==> src/rtl/clb_cfg_loader.sv <==
// Serial configuration loader for one CLB: hunts for a 4-bit preamble, shifts in a
// CFG_W-bit frame body plus an even-parity bit, and commits the word only when parity holds.
module clb_cfg_loader #(
    parameter int         CFG_W = 37,
    parameter logic [3:0] PRE   = 4'b0010
) (
    input  logic             K,
    input  logic             RST,
    input  logic             DIN,
    input  logic             CE,
    output logic [CFG_W-1:0] CFG,
    output logic             CFG_VALID,
    output logic             BUSY,
    output logic             ERR
);

    localparam int CNT_W = $clog2(CFG_W + 1);

    // Power-on CLB word, built field by field from MSB: mem, comboption, mux2..6select,
    // o2m*_0, o2m*_1, DQmux1/2, floporlatch.
    localparam logic [36:0] CLB_DEFAULT_37 = {16'h0116, 2'b00, 2'b10, 2'b10, 2'b10,
                                              2'b00, 2'b00, 3'b000, 3'b111, 2'b00, 1'b0};
    localparam logic [CFG_W-1:0] CFG_DEFAULT = CFG_W'(CLB_DEFAULT_37);

    typedef enum logic [1:0] {
        ST_IDLE   = 2'd0,
        ST_DATA   = 2'd1,
        ST_PARITY = 2'd2
    } state_t;

    state_t             r_state;
    state_t             w_next;
    logic [3:0]         r_hist;
    logic [CNT_W-1:0]   r_cnt;
    logic [CFG_W-1:0]   r_stage;
    logic [CFG_W-1:0]   r_cfg;
    logic               r_valid;
    logic               r_busy;
    logic               r_err;
    logic [3:0]         w_hist_shift;
    logic               w_par_ok;

    function automatic logic f_even_parity(input logic [CFG_W-1:0] v);
        return ^v;
    endfunction

    assign w_hist_shift = {r_hist[2:0], DIN};
    assign w_par_ok     = ((f_even_parity(r_stage) ^ DIN) == 1'b0);

    assign CFG       = r_cfg;
    assign CFG_VALID = r_valid;
    assign BUSY      = r_busy;
    assign ERR       = r_err;

    // State register.
    always_ff @(posedge K) begin
        if (RST) begin
            r_state <= ST_IDLE;
        end else begin
            r_state <= w_next;
        end
    end

    // Next-state logic; every transition is gated by CE so idle cycles freeze the FSM.
    always_comb begin
        w_next = r_state;
        case (r_state)
            ST_IDLE: begin
                if (CE && (w_hist_shift == PRE)) begin
                    w_next = ST_DATA;
                end else begin
                    w_next = ST_IDLE;
                end
            end
            ST_DATA: begin
                if (CE && (r_cnt == CNT_W'(CFG_W - 1))) begin
                    w_next = ST_PARITY;
                end else begin
                    w_next = ST_DATA;
                end
            end
            ST_PARITY: begin
                if (CE) begin
                    w_next = ST_IDLE;
                end else begin
                    w_next = ST_PARITY;
                end
            end
            default: w_next = ST_IDLE;
        endcase
    end

    // Datapath: preamble history, body staging, bit counter and committed outputs.
    always_ff @(posedge K) begin
        if (RST) begin
            r_hist  <= 4'b1111;
            r_cnt   <= {CNT_W{1'b0}};
            r_stage <= {CFG_W{1'b0}};
            r_cfg   <= CFG_DEFAULT;
            r_valid <= 1'b0;
            r_busy  <= 1'b0;
            r_err   <= 1'b0;
        end else begin
            r_valid <= 1'b0;
            r_busy  <= (w_next != ST_IDLE);
            if (CE) begin
                case (r_state)
                    ST_IDLE: begin
                        r_hist <= w_hist_shift;
                        r_cnt  <= {CNT_W{1'b0}};
                    end
                    ST_DATA: begin
                        r_stage <= {r_stage[CFG_W-2:0], DIN};
                        // Saturate rather than wrap; the FSM leaves DATA well before this matters.
                        if (r_cnt != CNT_W'(CFG_W)) begin
                            r_cnt <= r_cnt + CNT_W'(1);
                        end else begin
                            r_cnt <= r_cnt;
                        end
                    end
                    ST_PARITY: begin
                        r_hist <= 4'b1111;
                        if (w_par_ok) begin
                            r_cfg   <= r_stage;
                            r_valid <= 1'b1;
                            r_err   <= 1'b0;
                        end else begin
                            r_err   <= 1'b1;
                        end
                    end
                    default: begin
                        r_hist <= 4'b1111;
                    end
                endcase
            end
        end
    end

endmodule

==> config.mk <==
export PLATFORM = sky130hd
export DESIGN_NAME = clb_cfg_loader
export DESIGN_NICKNAME = d
export VERILOG_FILES = /design/src/rtl/clb_cfg_loader.sv
export SDC_FILE = /design/constraint.sdc
export NUM_CORES = 1
export LEC_CHECK = 0
export ABC_AREA = 1
export BUFFER_PORTS_ARGS = -buffer_cell sky130_fd_sc_hd__buf_2
export CAP_MARGIN = 20
export CELL_PAD_IN_SITES_DETAIL_PLACEMENT = 2
export CELL_PAD_IN_SITES_GLOBAL_PLACEMENT = 2
export CORE_ASPECT_RATIO = 1.4
export CORE_MARGIN = 2
export CORE_UTILIZATION = 34
export CTS_BUF_LIST = sky130_fd_sc_hd__clkbuf_4 sky130_fd_sc_hd__clkbuf_8
export DETAILED_ROUTE_END_ITERATION = 6
export GPL_ROUTABILITY_DRIVEN = 0
export GPL_TIMING_DRIVEN = 0
export PLACE_DENSITY_LB_ADDON = 0.1
export SETUP_SLACK_MARGIN = 0.2
export SLEW_MARGIN = 10
export SYNTH_ARGS = -nofsm -noshare
export SYNTH_HDL_FRONTEND = slang
export SYNTH_SLANG_ARGS = --single-unit
==> constraint.sdc <==
create_clock -name K -period 2.1 [get_ports K]
set_input_delay 0.105 -clock K [delete_from_list [all_inputs] [get_ports K]]
set_output_delay 0.105 -clock K [all_outputs]
set_load 0.005 [all_outputs]
# Word-level counts from Yosys, hierarchy flattened
# Index checks and enable logic that the tools add are counted.
[totals]
word_cells = 41
register_bits = 88
[classes]
addsub = 1
n_reduce_logical = 12
bitwise = 5
n_eq_ne = 6
mux = 9
[ops]
columns = ["operator", "n"]
rows = [
  ["$reduce_xor A37 Y1", 1],
  ["$pmux W6 S2", 1],
  ["$add A6 B1 Y6 const B", 1],
  ["$eq A6 B6 Y1 const B", 1],
  ["$mux W6", 1],
  ["$ne A6 B6 Y1 const B", 1],
  ["$pmux W2 S3", 1],
  ["$pmux W3 S2", 1],
  ["$reduce_and A2 Y1", 3],
  ["$reduce_and A3 Y1", 2],
  ["$eq A4 B2 Y1 const B", 1],
  ["$mux W2", 2],
  ["$not A1 Y1", 4],
  ["$reduce_bool A2 Y1", 2],
  ["$mux W1", 3],
  ["$reduce_or A3 Y1", 1],
  ["$eq A2 B1 Y1 const B", 1],
  ["$eq A2 B2 Y1 const B", 1],
  ["$logic_and A1 B1 Y1", 2],
  ["$logic_not A2 Y1", 1],
  ["$ne A2 B2 Y1 const B", 1],
  ["$xor A1 B1 Y1", 1],
]

# Depth between registers and ports, before layout
# Gate-level depths: netlist of run 1.
[logic_depth]
word_depth = 5
mapped_depth = 19
depth_no_buf = 17

# Least setup slack after synthesis of run 1
# OpenSTA, ideal clock, no wires.
[synth_path]
path_type = "reg2reg"
startpoint = "reg r_stage[18]"
endpoint = "reg r_cfg[11], in the netlist CFG[11]"
n_path_buf = 2
path_stages_with_launch = 17
setup_ns = 0.113
arrival_time_ns = 1.564
t_required_ns = 1.987
path_slack_ns = 0.424
path_cell_list = "dfxtp_1 xor2_1 nand2_1 nand2_1 nand2_1 nand2_1 nand2_1 nand2_1 nand2_1 nand2_1 nand2_2 nand2_2 nand2_2 buf_6 buf_12 nand3_2 nand2_1"
[synth_via]
elab_chain_cells = 4
[synth_rtl]
columns = ["item", "line", "text"]
rows = [
  ["start: declaration", "35", "logic [CFG_W-1:0] r_stage;"],
  ["start signal: assignment", "98", "r_stage <= {CFG_W{1'b0}};"],
  ["start signal: assignment", "113", "r_stage <= {r_stage[CFG_W-2:0], DIN};"],
  ["$reduce_xor A37 Y1", "44", "return ^v;"],
  ["$xor A1 B1 Y1", "48", "assign w_par_ok = ((f_even_parity(r_stage) ^ DIN) == 1'b0);"],
  ["$not A1 Y1 (no line)", "--", ""],
  ["$reduce_and A3 Y1 (no line)", "--", ""],
  ["end signal: assignment", "124", "r_cfg <= r_stage;"],
  ["end: declaration", "36", "logic [CFG_W-1:0] r_cfg;"],
]
# No other way between the ends.
# A chain may end at the register's enable or synchronous reset.

# Worst setup path after layout of run 1
[layout_path]
startpoint = "reg r_stage[23]"
endpoint = "reg r_cfg[26], in the netlist CFG[26]"
# The elaborated chain is that of the path after synthesis.

==> results.py, run 1 <==
metrics = {
    "status": {
        "status": "finished, violations left",
        "failed_checks": "setup timing",
    },
    "critical_path": {
        "r2r_slack_ns": -0.04,
        "start_kind": "flip-flop",
        "cp_max_fo": 7,
        "crit_type": "reg2reg",
        "rr_worst_depth": 18,
        "cp.required_ns": 2.38,
        "endpoint_kind": "flip-flop",
        "crit_arrival_ns": 2.41,
        "r2r_start": "r_stage[23]",
        "rr_endpoint": "CFG[26]",
    },
    "floorplanning": {
        "die_x_um": 96.8,
        "start_util_pct": 34.7,
        "die_h_um": 134,
        "core-area_sq_um": 11800,
        "row_count": 47,
        "ioPinCount": 44,
        "die_area_sq_um": 13000,
    },
    "finish": {
        "drive_gt1_share_pct": 38.1,
        "layout_commonest_cell": "nand2_1",
        "fillCellCount": 1359,
        "layout_common_cells": "nand2_1, nand3_1, dfxtp_1, nand2_2, buf_2",
        "final_nets": 652,
        "multi_input_area_sq_um": 2300,
        "area_growth_syn_to_layout_pct": 32.3,
        "fin_area_sq_um": 5420,
        "seqCellArea_sq_um": 1860,
        "antennaDiodeCount": 0,
    },
    "sta": {
        "rsz0062_at_grt": "yes",
        "layout_min_cycle_time_ns": 2.14,
        "fmax_mhz": 468,
        "maxSlewHeadroom_pct": 55.1,
        "finalClockSkew_ns": 0.0165,
        "worst_pin_slew_ns": 0.673,
        "drv_slew": 0,
        "fin_ws_ns": -0.0367,
        "finalSetupViolations": 2,
        "hold_viol_final": 0,
        "setup_tns_ns": -0.0485,
        "timing.final.crit_share_pct": 102,
    },
    "routing": {
        "post_drt_via_cell_ratio": 5.31,
        "drc": 0,
        "drt_iter0_markers": 103,
        "vias": 4226,
        "final_antenna_net_count": 0,
        "route.detailed.wl_per_inst_um": 20.0,
        "drt_wl_total_mm": 15.9,
        "dr.pass1.iters": 4,
    },
    "worst_hold_path": {
        "hold_path_end": "r_hist[0]",
        "hold_class": "in2reg",
        "hold_start": "DIN",
        "whs_path_depth": 3,
    },
    "cts": {
        "cts_sinks": 88,
        "cts_tree": "done",
        "tritoncts.num_buffers": 9,
        "cts_root_buf": "clkbuf_8",
        "ctsHoldBuffers": 0,
        "cts.clk_slew.worst_paths_ns": 0.10,
        "clk_latency_ns": 0.39,
        "htreeDepth": 3,
        "cts_buffer_depth": 2,
    },
    "power": {
        "ir_drop_v": 0.000306,
        "p_leak_nw": 2.38,
        "power_density_nw_per_um2": 582,
    },
    "yosys": {
        "ys_types": 27,
        "syn_inst": 570,
        "syn_area_sq_um": 4100,
        "syn_area_per_cell_sq_um": 7.19,
        "ys_ff_latch": 88,
        "yosys_warnings": 0,
        "synth_nets": 577,
        "ys_seq_area_share_pct": 43.0,
    },
    "global_routing": {
        "antenna_found_initial": 0,
        "grt_util_all_layers_pct": 21.9,
        "grt_pass1_vias": 4490,
        "grt_max_degree": 14,
        "grt_pass1_wl_mm": 22.7,
        "grt_overflow": 0,
    },
    "placement": {
        "hpwl_mm": 9.64,
        "io_buffers": 42,
        "postPlaceCellArea_sq_um": 4490,
    },
    "job": {
        "cap_violations": 0,
    },
}
area by class of cell:
type	instances	share of cell area, %
clock buffer	12	2.70
clock inverter	3	1.25
multi-input combinational	407	42.4
sequential	88	34.3
inverter	46	3.37
tap	147	3.39
buffer	29	4.16
timing repair buffer	64	8.45
per-stage QoR:
stage	utilization [%]	hold slack (ns)	setup WS, ns	cells	power [mW]
floorplan	-	0.242	0.424	570	1.79
finish	45.8	0.0607	-0.0367	796	3.15
CTS	42.4	0.0402	0.117	785	3.16
detailed placement	38.0	0.443	-0.139	759	1.83
global placement	38.0	0.426	-0.111	759	1.83
global route	45.8	0.0510	-0.135	796	3.25
logic make-up after synthesis:
family          Yosys count  synth area share, %
simple gates            317                 35.3
flops                    88                 43.0
compound gates           75                 9.47
buf+inv                  75                 8.77
xor+xnor                 12                 2.57
fa+ha+maj                 3                0.916
worst max-delay path: stages (launching register included):
cell       delay (ns)
dfxtp_4          0.39
inv_2            0.07
nand2_1          0.07
nand2_1          0.11
nand2_1          0.08
nand2_2          0.10
nand2_2          0.06
nand2_2          0.10
nand2_2          0.07
nand2_4          0.09
nand2_4          0.07
nand2_4          0.07
nand2_4          0.06
nand2_4          0.12
nand2_8          0.08
buf_12           0.17
clkbuf_16        0.16
nand3_2          0.06
nand2_1          0.07
layer usage:
layer | routed length (um) | track usage (%) | share of wire (%) | vias to the layer above
met5 | 0 | 0 | 0 | -
met4 | 487 | 9.23 | 3.1 | 0
met3 | 435 | 2.24 | 2.7 | 26
met2 | 8550 | 41.7 | 54 | 72
met1 | 6420 | 24.7 | 40 | 2123
li1 | - | - | - | 2005
report_power, final:
part           total (mW)  switching [mW]  internal (mW)
Combinational       0.147           0.101         0.0456
Clock                1.36           0.654          0.706
Sequential           1.65         0.00364           1.64
worst max-delay path by stage:
| stage | start | to | slack, ns | cells after the start |
|---|---|---|---|---|
| after floorplan | r_stage[18] | CFG[11] | 0.42 | 16 |
| after global placement | r_state[1] | CFG[24] | -0.11 | 7 |
| after detailed placement | r_state[0] | CFG[11] | -0.14 | 8 |
| after CTS | r_stage[25] | CFG[5] | 0.12 | 16 |
| after global routing | r_stage[23] | CFG[26] | -0.14 | 18 |
| final | r_stage[23] | CFG[26] | -0.04 | 18 |
cells in the mapped netlist, drive strengths merged:
cell / instances / area [sq um]
o21ai: 26 / 130
a32oi: 1 / 8.76
ha: 3 / 37.5
xor2: 4 / 35.0
a211oi: 2 / 15.0
nor3: 6 / 30.0
nand3b: 1 / 7.51
a21oi: 43 / 215
buf: 12 / 123
xnor2: 8 / 70.1
and3: 1 / 6.26
dfxtp: 88 / 1760
nor3b: 2 / 15.0
o22ai: 3 / 18.8
nand4: 4 / 25.0
nand2: 193 / 732
nor2: 15 / 58.8
inv: 46 / 173
nand3: 95 / 571
clkbuf: 17 / 63.8
sequential cells by signal, summed over array words and instances (netlist names):
register	cells
CFG_VALID	1
r_state	2
CFG	37
BUSY	1
r_cnt	6
r_stage	37
ERR	1
r_hist	3
repair_timing:
action | 4_1_cts | 5_1_grt
endpoints found under the setup margin | 74 | 63
setup buffers | 9 | 9
resized for setup | 82 | 105
gates cloned | 2 | 2
pin swaps | 9 | 32
Note: power is estimated with default switching activity, not from simulation.
==> run 2, diff against run 1 <==
--- a/config.mk
+++ b/config.mk
@@ -18,6 +18,7 @@
 export GPL_ROUTABILITY_DRIVEN = 0
 export GPL_TIMING_DRIVEN = 0
 export PLACE_DENSITY_LB_ADDON = 0.1
+export REMOVE_ABC_BUFFERS = 1
 export SETUP_SLACK_MARGIN = 0.2
 export SLEW_MARGIN = 10
 export SYNTH_ARGS = -nofsm -noshare
==> run 2 against run 1 <==
The run now ends clean. Count of clock-buffer cells in the layout grew 1. Total power fell by 1.8%. Clock power decreased by 4%. Via count is 1.1% lower. Hold slack worse by 0.012 ns. Final area shrank 1.7%. First-iteration DRC count up 54%. Worst setup slack improved by 0.048 ns. Critical path type unchanged. Critical endpoint is now CFG[27]. Largest cell class unchanged.
==> results.py, run 2 (synthesis results as in run 1) <==
metrics = {
    "critical_path": {
        "r2r_slack_ns": 0.01,
        "endpoint_kind": "flip-flop",
        "crit_type": "reg2reg",
        "start_kind": "flip-flop",
        "crit_arrival_ns": 2.36,
        "cp_max_fo": 5,
        "cp.required_ns": 2.37,
    },
    "routing": {
        "dr.pass1.iters": 4,
        "drt_iter0_markers": 159,
        "final_antenna_net_count": 0,
        "post_drt_via_cell_ratio": 5.41,
        "drt_wl_total_mm": 15.8,
        "drc": 0,
        "route.detailed.wl_per_inst_um": 20.4,
        "vias": 4179,
    },
    "finish": {
        "final_cells": 772,
        "layout_commonest_cell": "nand2_1",
        "fin_area_sq_um": 5330,
        "antennaDiodeCount": 0,
        "fillCellCount": 1337,
        "area_growth_syn_to_layout_pct": 30.0,
        "drive_gt1_share_pct": 37.6,
        "final_nets": 628,
        "layout_common_cells": "nand2_1, nand3_1, dfxtp_1, nand2_2",
    },
    "placement": {
        "hpwl_mm": 7.93,
        "io_buffers": 43,
        "postPlaceCellArea_sq_um": 4360,
        "dp_cells": 734,
    },
    "global_routing": {
        "antenna_found_initial": 0,
        "grt_max_degree": 66,
        "grt_util_all_layers_pct": 22.1,
        "grt_overflow": 0,
        "grt_pass1_wl_mm": 22.9,
        "grt_pass1_vias": 4391,
    },
    "cts": {
        "cts_sinks": 88,
        "cts_root_buf": "clkbuf_8",
        "tritoncts.num_buffers": 9,
        "cts.clk_slew.worst_paths_ns": 0.09,
        "clk_latency_ns": 0.37,
        "cts_buffer_depth": 2,
        "htreeDepth": 3,
        "cts_tree": "done",
    },
    "power": {
        "ir_drop_v": 0.000234,
        "power_frac_clock_pct": 41.9,
        "seqPwrFrac_pct": 53.2,
        "finalPower_mw": 3.10,
        "p_sw_uw": 751,
        "p_leak_nw": 2.27,
        "swShare_pct": 24.3,
        "comb_power_share_pct": 4.9,
        "p_int_mw": 2.34,
        "power_density_nw_per_um2": 581,
    },
    "floorplanning": {
        "core-area_sq_um": 11800,
        "die_h_um": 134,
        "die_x_um": 96.8,
        "die_area_sq_um": 13000,
        "ioPinCount": 44,
        "start_util_pct": 34.7,
        "row_count": 47,
    },
    "sta": {
        "setup_tns_ns": 0,
        "hold_viol_final": 0,
        "finalClockSkew_ns": 0.0106,
        "layout_min_cycle_time_ns": 2.09,
        "fmax_mhz": 479,
        "maxSlewHeadroom_pct": 48.2,
        "rsz0062_at_grt": "yes",
        "timing.final.crit_share_pct": 99.4,
        "drv_slew": 0,
        "worst_pin_slew_ns": 0.777,
        "finalSetupViolations": 0,
    },
    "job": {
        "cap_violations": 0,
    },
    "status": {
        "status": "completed",
    },
    "worst_hold_path": {
        "hold_class": "in2reg",
    },
}
==> run 2: cell count changes in the layout (fill, tap and decap cells not counted), sizes merged <==
cell / delta
buf: -14
nand2: +6
nor2: +1
bufinv: -1
clkbuf: -16
==> run 2: final timing paths <==
path	start	to	cells past startpoint
max	r_stage[8]	CFG[27]	13
min	DIN	r_hist[0]	3
max reg2reg	r_stage[8]	CFG[27]	13
min reg2reg	CFG[27]	CFG[27]	2
==> run 2: per-layer routing <==
layer	up-vias	routed length, um	global-route usage, %
li1	1962	-	-
met1	2123	6430	24.5
met2	68	8600	43.3
met3	26	359	3.02
met4	0	399	6.65
met5	-	0	0
==> run 2: what timing repair did <==
action,in CTS,in global routing
setup endpoints to repair,67,41
resized for setup,76,101
buffers inserted,8,6
cloned,6,3
hold endpoints to repair,0,0
hold buffers,0,0
pin swaps,6,36
==> run 2: critical path, cell delays in order (launching register included) <==
cell and delay, ns:
dfxtp_1 0.46, xnor2_1 0.13, nand2_1 0.10, nand2_1 0.09
nand3b_1 0.20, nand2_4 0.12, inv_4 0.04, nand2_4 0.09
nand3_4 0.17, nand2_8 0.21, buf_12 0.13, nand2_8 0.07
nand3_2 0.09, nand2_1 0.06
==> run 2: power by group through the flow <==
stage	registers [mW]	logic, mW	clock network, mW
5_1_grt	1.65	0.164	1.39
3_3_place_gp	1.71	0.0949	0
3_5_place_dp	1.71	0.0992	0
2_1_floorplan	1.71	0.0553	0
4_1_cts	1.66	0.132	1.32
6_report	1.65	0.151	1.30
==> run 2: cell type report <==
class,count,area (sq um),share of cell area [%]
clock inverter,2,37.5,0.705
multi-input combinational,414,2440,45.8
sequential,88,1850,34.8
tap,147,184,3.45
clock buffer,13,173,3.24
inverter,46,188,3.52
timing repair buffer,62,449,8.44
==> run 2: through the flow <==
stage               worst slack (ns)  utilization [%]  hold WS, ns
finish                        0.0117             45.1       0.0491
global route                  -0.148             45.1       0.0795
CTS                            0.105             41.7       0.0231
detailed placement             -1.26             36.9        0.407
global placement               -1.88             36.5        0.394
floorplan                     -0.345                -        0.172
==> run 3, diff against run 2 <==
--- a/config.mk
+++ b/config.mk
@@ -12,12 +12,12 @@
 export CELL_PAD_IN_SITES_GLOBAL_PLACEMENT = 2
 export CORE_ASPECT_RATIO = 1.4
 export CORE_MARGIN = 2
-export CORE_UTILIZATION = 34
+export CORE_UTILIZATION = 30
 export CTS_BUF_LIST = sky130_fd_sc_hd__clkbuf_4 sky130_fd_sc_hd__clkbuf_8
 export DETAILED_ROUTE_END_ITERATION = 6
 export GPL_ROUTABILITY_DRIVEN = 0
 export GPL_TIMING_DRIVEN = 0
-export PLACE_DENSITY_LB_ADDON = 0.1
+export PLACE_DENSITY_LB_ADDON = 0.2
 export REMOVE_ABC_BUFFERS = 1
 export SETUP_SLACK_MARGIN = 0.2
 export SLEW_MARGIN = 10
==> constraint.sdc (replaced) <==
create_clock -name K -period 2.41 [get_ports K]
set_input_delay 0.1205 -clock K [delete_from_list [all_inputs] [get_ports K]]
set_output_delay 0.1205 -clock K [all_outputs]
set_load 0.005 [all_outputs]
==> run 3 against run 2 <==
Cell count increased by 2.5%. Worst setup slack improved by 0.36 ns. Combinational power fell by 33%. Critical path depth grew 3. Final area down 10%. First-iteration DRC count shrank 37%. Global-route usage down 4.5 points. Register-to-register slack improved by 0.36 ns. Fmax up 2.6%. Clock power decreased by 28%. Count of clock-buffer cells in the layout fell by 1. Non-clock buffer count down 10.
==> results.py, run 3 (synthesis results as in run 1) <==
metrics = {
    "sta": {
        "setup_tns_ns": 0,
        "maxSlewHeadroom_pct": 46.9,
        "hold_viol_final": 0,
        "fmax_mhz": 491,
        "timing.final.crit_share_pct": 84.5,
        "worst_pin_slew_ns": 0.797,
        "drv_slew": 0,
        "finalClockSkew_ns": 0.00927,
        "final.hold.worst_slack_ns": 0.0624,
        "finalSetupViolations": 0,
        "rsz0062_at_grt": "no",
        "layout_min_cycle_time_ns": 2.04,
    },
    "finish": {
        "multi_input_area_sq_um": 2120,
        "fin_area_sq_um": 4780,
        "layout_commonest_cell": "nand2_1",
        "antennaDiodeCount": 0,
        "layout_common_cells": "nand2_1, nand3_1, dfxtp_1",
        "seqCellArea_sq_um": 1790,
        "fillCellCount": 1635,
        "final_nets": 614,
        "drive_gt1_share_pct": 20.7,
        "area_growth_syn_to_layout_pct": 16.7,
    },
    "floorplanning": {
        "ioPinCount": 44,
        "die_x_um": 103,
        "die_h_um": 142,
        "die_area_sq_um": 14600,
        "core-area_sq_um": 13400,
        "row_count": 50,
        "start_util_pct": 30.6,
    },
    "global_routing": {
        "grt_pass1_wl_mm": 20.3,
        "grt_pass1_vias": 4212,
        "antenna_found_initial": 0,
        "grt_util_all_layers_pct": 17.6,
        "grt_max_degree": 66,
        "grt_overflow": 0,
    },
    "critical_path": {
        "crit_type": "reg2reg",
        "cpMostUsedCell": "nand2_1",
        "cp.required_ns": 2.71,
        "path_cells": "inv_1, nand2_1, nand2_1, inv_1, nand2_1, nand2_1, nand2_1, nand2_1, nand2_1, nand2_1, nand2_1, nand3_4, nand2_8, buf_4, nand3_1, nand2_1",
        "max_stage_delay_ns": 0.34,
        "cp_max_fo": 9,
        "rr_worst_depth": 16,
        "cpMaxStageDelayCell": "dfxtp_2",
        "start_kind": "flip-flop",
        "endpoint_kind": "flip-flop",
        "critical-path-top-delay-family": "simple AND/OR/NAND/NOR gates",
        "path_buf_inv": 3,
        "crit_arrival_ns": 2.33,
        "cp_num_cells": 16,
    },
    "routing": {
        "drt_iter0_markers": 100,
        "route.detailed.wl_per_inst_um": 16.0,
        "top_layer": "met4",
        "final_antenna_net_count": 0,
        "met1Wirelength_mm": 5.35,
        "dr_wl_met3_um": 335,
        "wl_met2_mm": 6.75,
        "drc": 0,
        "vias": 3898,
        "drt_wl_total_mm": 12.6,
        "dr.pass1.iters": 4,
        "post_drt_via_cell_ratio": 4.93,
    },
    "cts": {
        "tritoncts.num_buffers": 9,
        "cts_tree": "done",
        "clk_latency_ns": 0.36,
        "cts_buffer_depth": 2,
        "htreeDepth": 3,
        "cts_sinks": 88,
        "cts.clk_slew.worst_paths_ns": 0.08,
        "ctsHoldBuffers": 0,
        "cts_root_buf": "clkbuf_8",
    },
    "power": {
        "ir_drop_v": 0.000192,
        "finalPower_mw": 2.50,
        "power_density_nw_per_um2": 522,
        "p_leak_nw": 2.12,
    },
    "status": {
        "status": "completed",
    },
    "worst_hold_path": {
        "hold_class": "in2reg",
        "whs_path_depth": 3,
    },
    "placement": {
        "hpwl_mm": 7.97,
        "io_buffers": 43,
        "postPlaceCellArea_sq_um": 4410,
    },
    "job": {
        "cap_violations": 0,
    },
}
[run 3: changes by cell type in the layout (fill, tap and decap cells not counted), moves of 5 or more]
cell	delta
nand2_1	+56
nand2_2	-48
dfxtp_4	-20
inv_1	+19
inv_2	-14
dfxtp_1	+10
dfxtp_2	+10
nand2_4	-8
inv_4	-5
[run 3: power breakdown]
part           total, mW  internal, mW  switching (mW)
Sequential          1.46          1.46         0.00303
Combinational      0.101        0.0220          0.0794
Clock              0.938         0.425           0.512
Total               2.50          1.90           0.595
[run 3: path summary, 6_finish.rpt]
kind	from	endpoint	slack, ns
max	r_stage[17]	CFG[8]	0.37
min reg2reg	CFG[27]	CFG[27]	0.46
min	DIN	r_hist[0]	0.06
max reg2reg	r_stage[17]	CFG[8]	0.37
[run 3: repair_timing]
action | 4_1_cts | 5_1_grt
pin swaps | 1 | 5
gates resized for setup | 7 | 33
cloned | 1 | 2
setup buffers | 2 | 5
setup endpoints to repair | 63 | 48
[run 3: worst min-delay path, cell delays in order]
cell,delay [ns]
buf_2,0.12
o22ai_1,0.09
nand2_1,0.06
[run 3: through the flow]
stage          std cells  setup slack, ns  util, %
4_1_cts              784            0.187     34.6
5_1_grt              791            0.170     35.7
2_1_floorplan        541          -0.0353        -
6_report             791            0.374     35.7
3_3_place_gp         766            -1.57     32.5
3_5_place_dp         768           -0.994     32.9
[run 3: area by class of cell]
class | count | share of cell area [%]
clock buffer | 12 | 3.32
clock inverter | 1 | 0.105
multi-input combinational | 410 | 44.3
timing repair buffer | 52 | 6.41
tap | 182 | 4.76
sequential | 88 | 37.5
inverter | 46 | 3.66
[run 3: per-layer routing]
| layer | global-route usage (%) | up-vias |
|---|---|---|
| met1 | 19.9 | 1920 |
| li1 | - | 1924 |
| met4 | 4.78 | 0 |
| met2 | 33.1 | 40 |
| met3 | 3.19 | 14 |
| met5 | 0 | - |
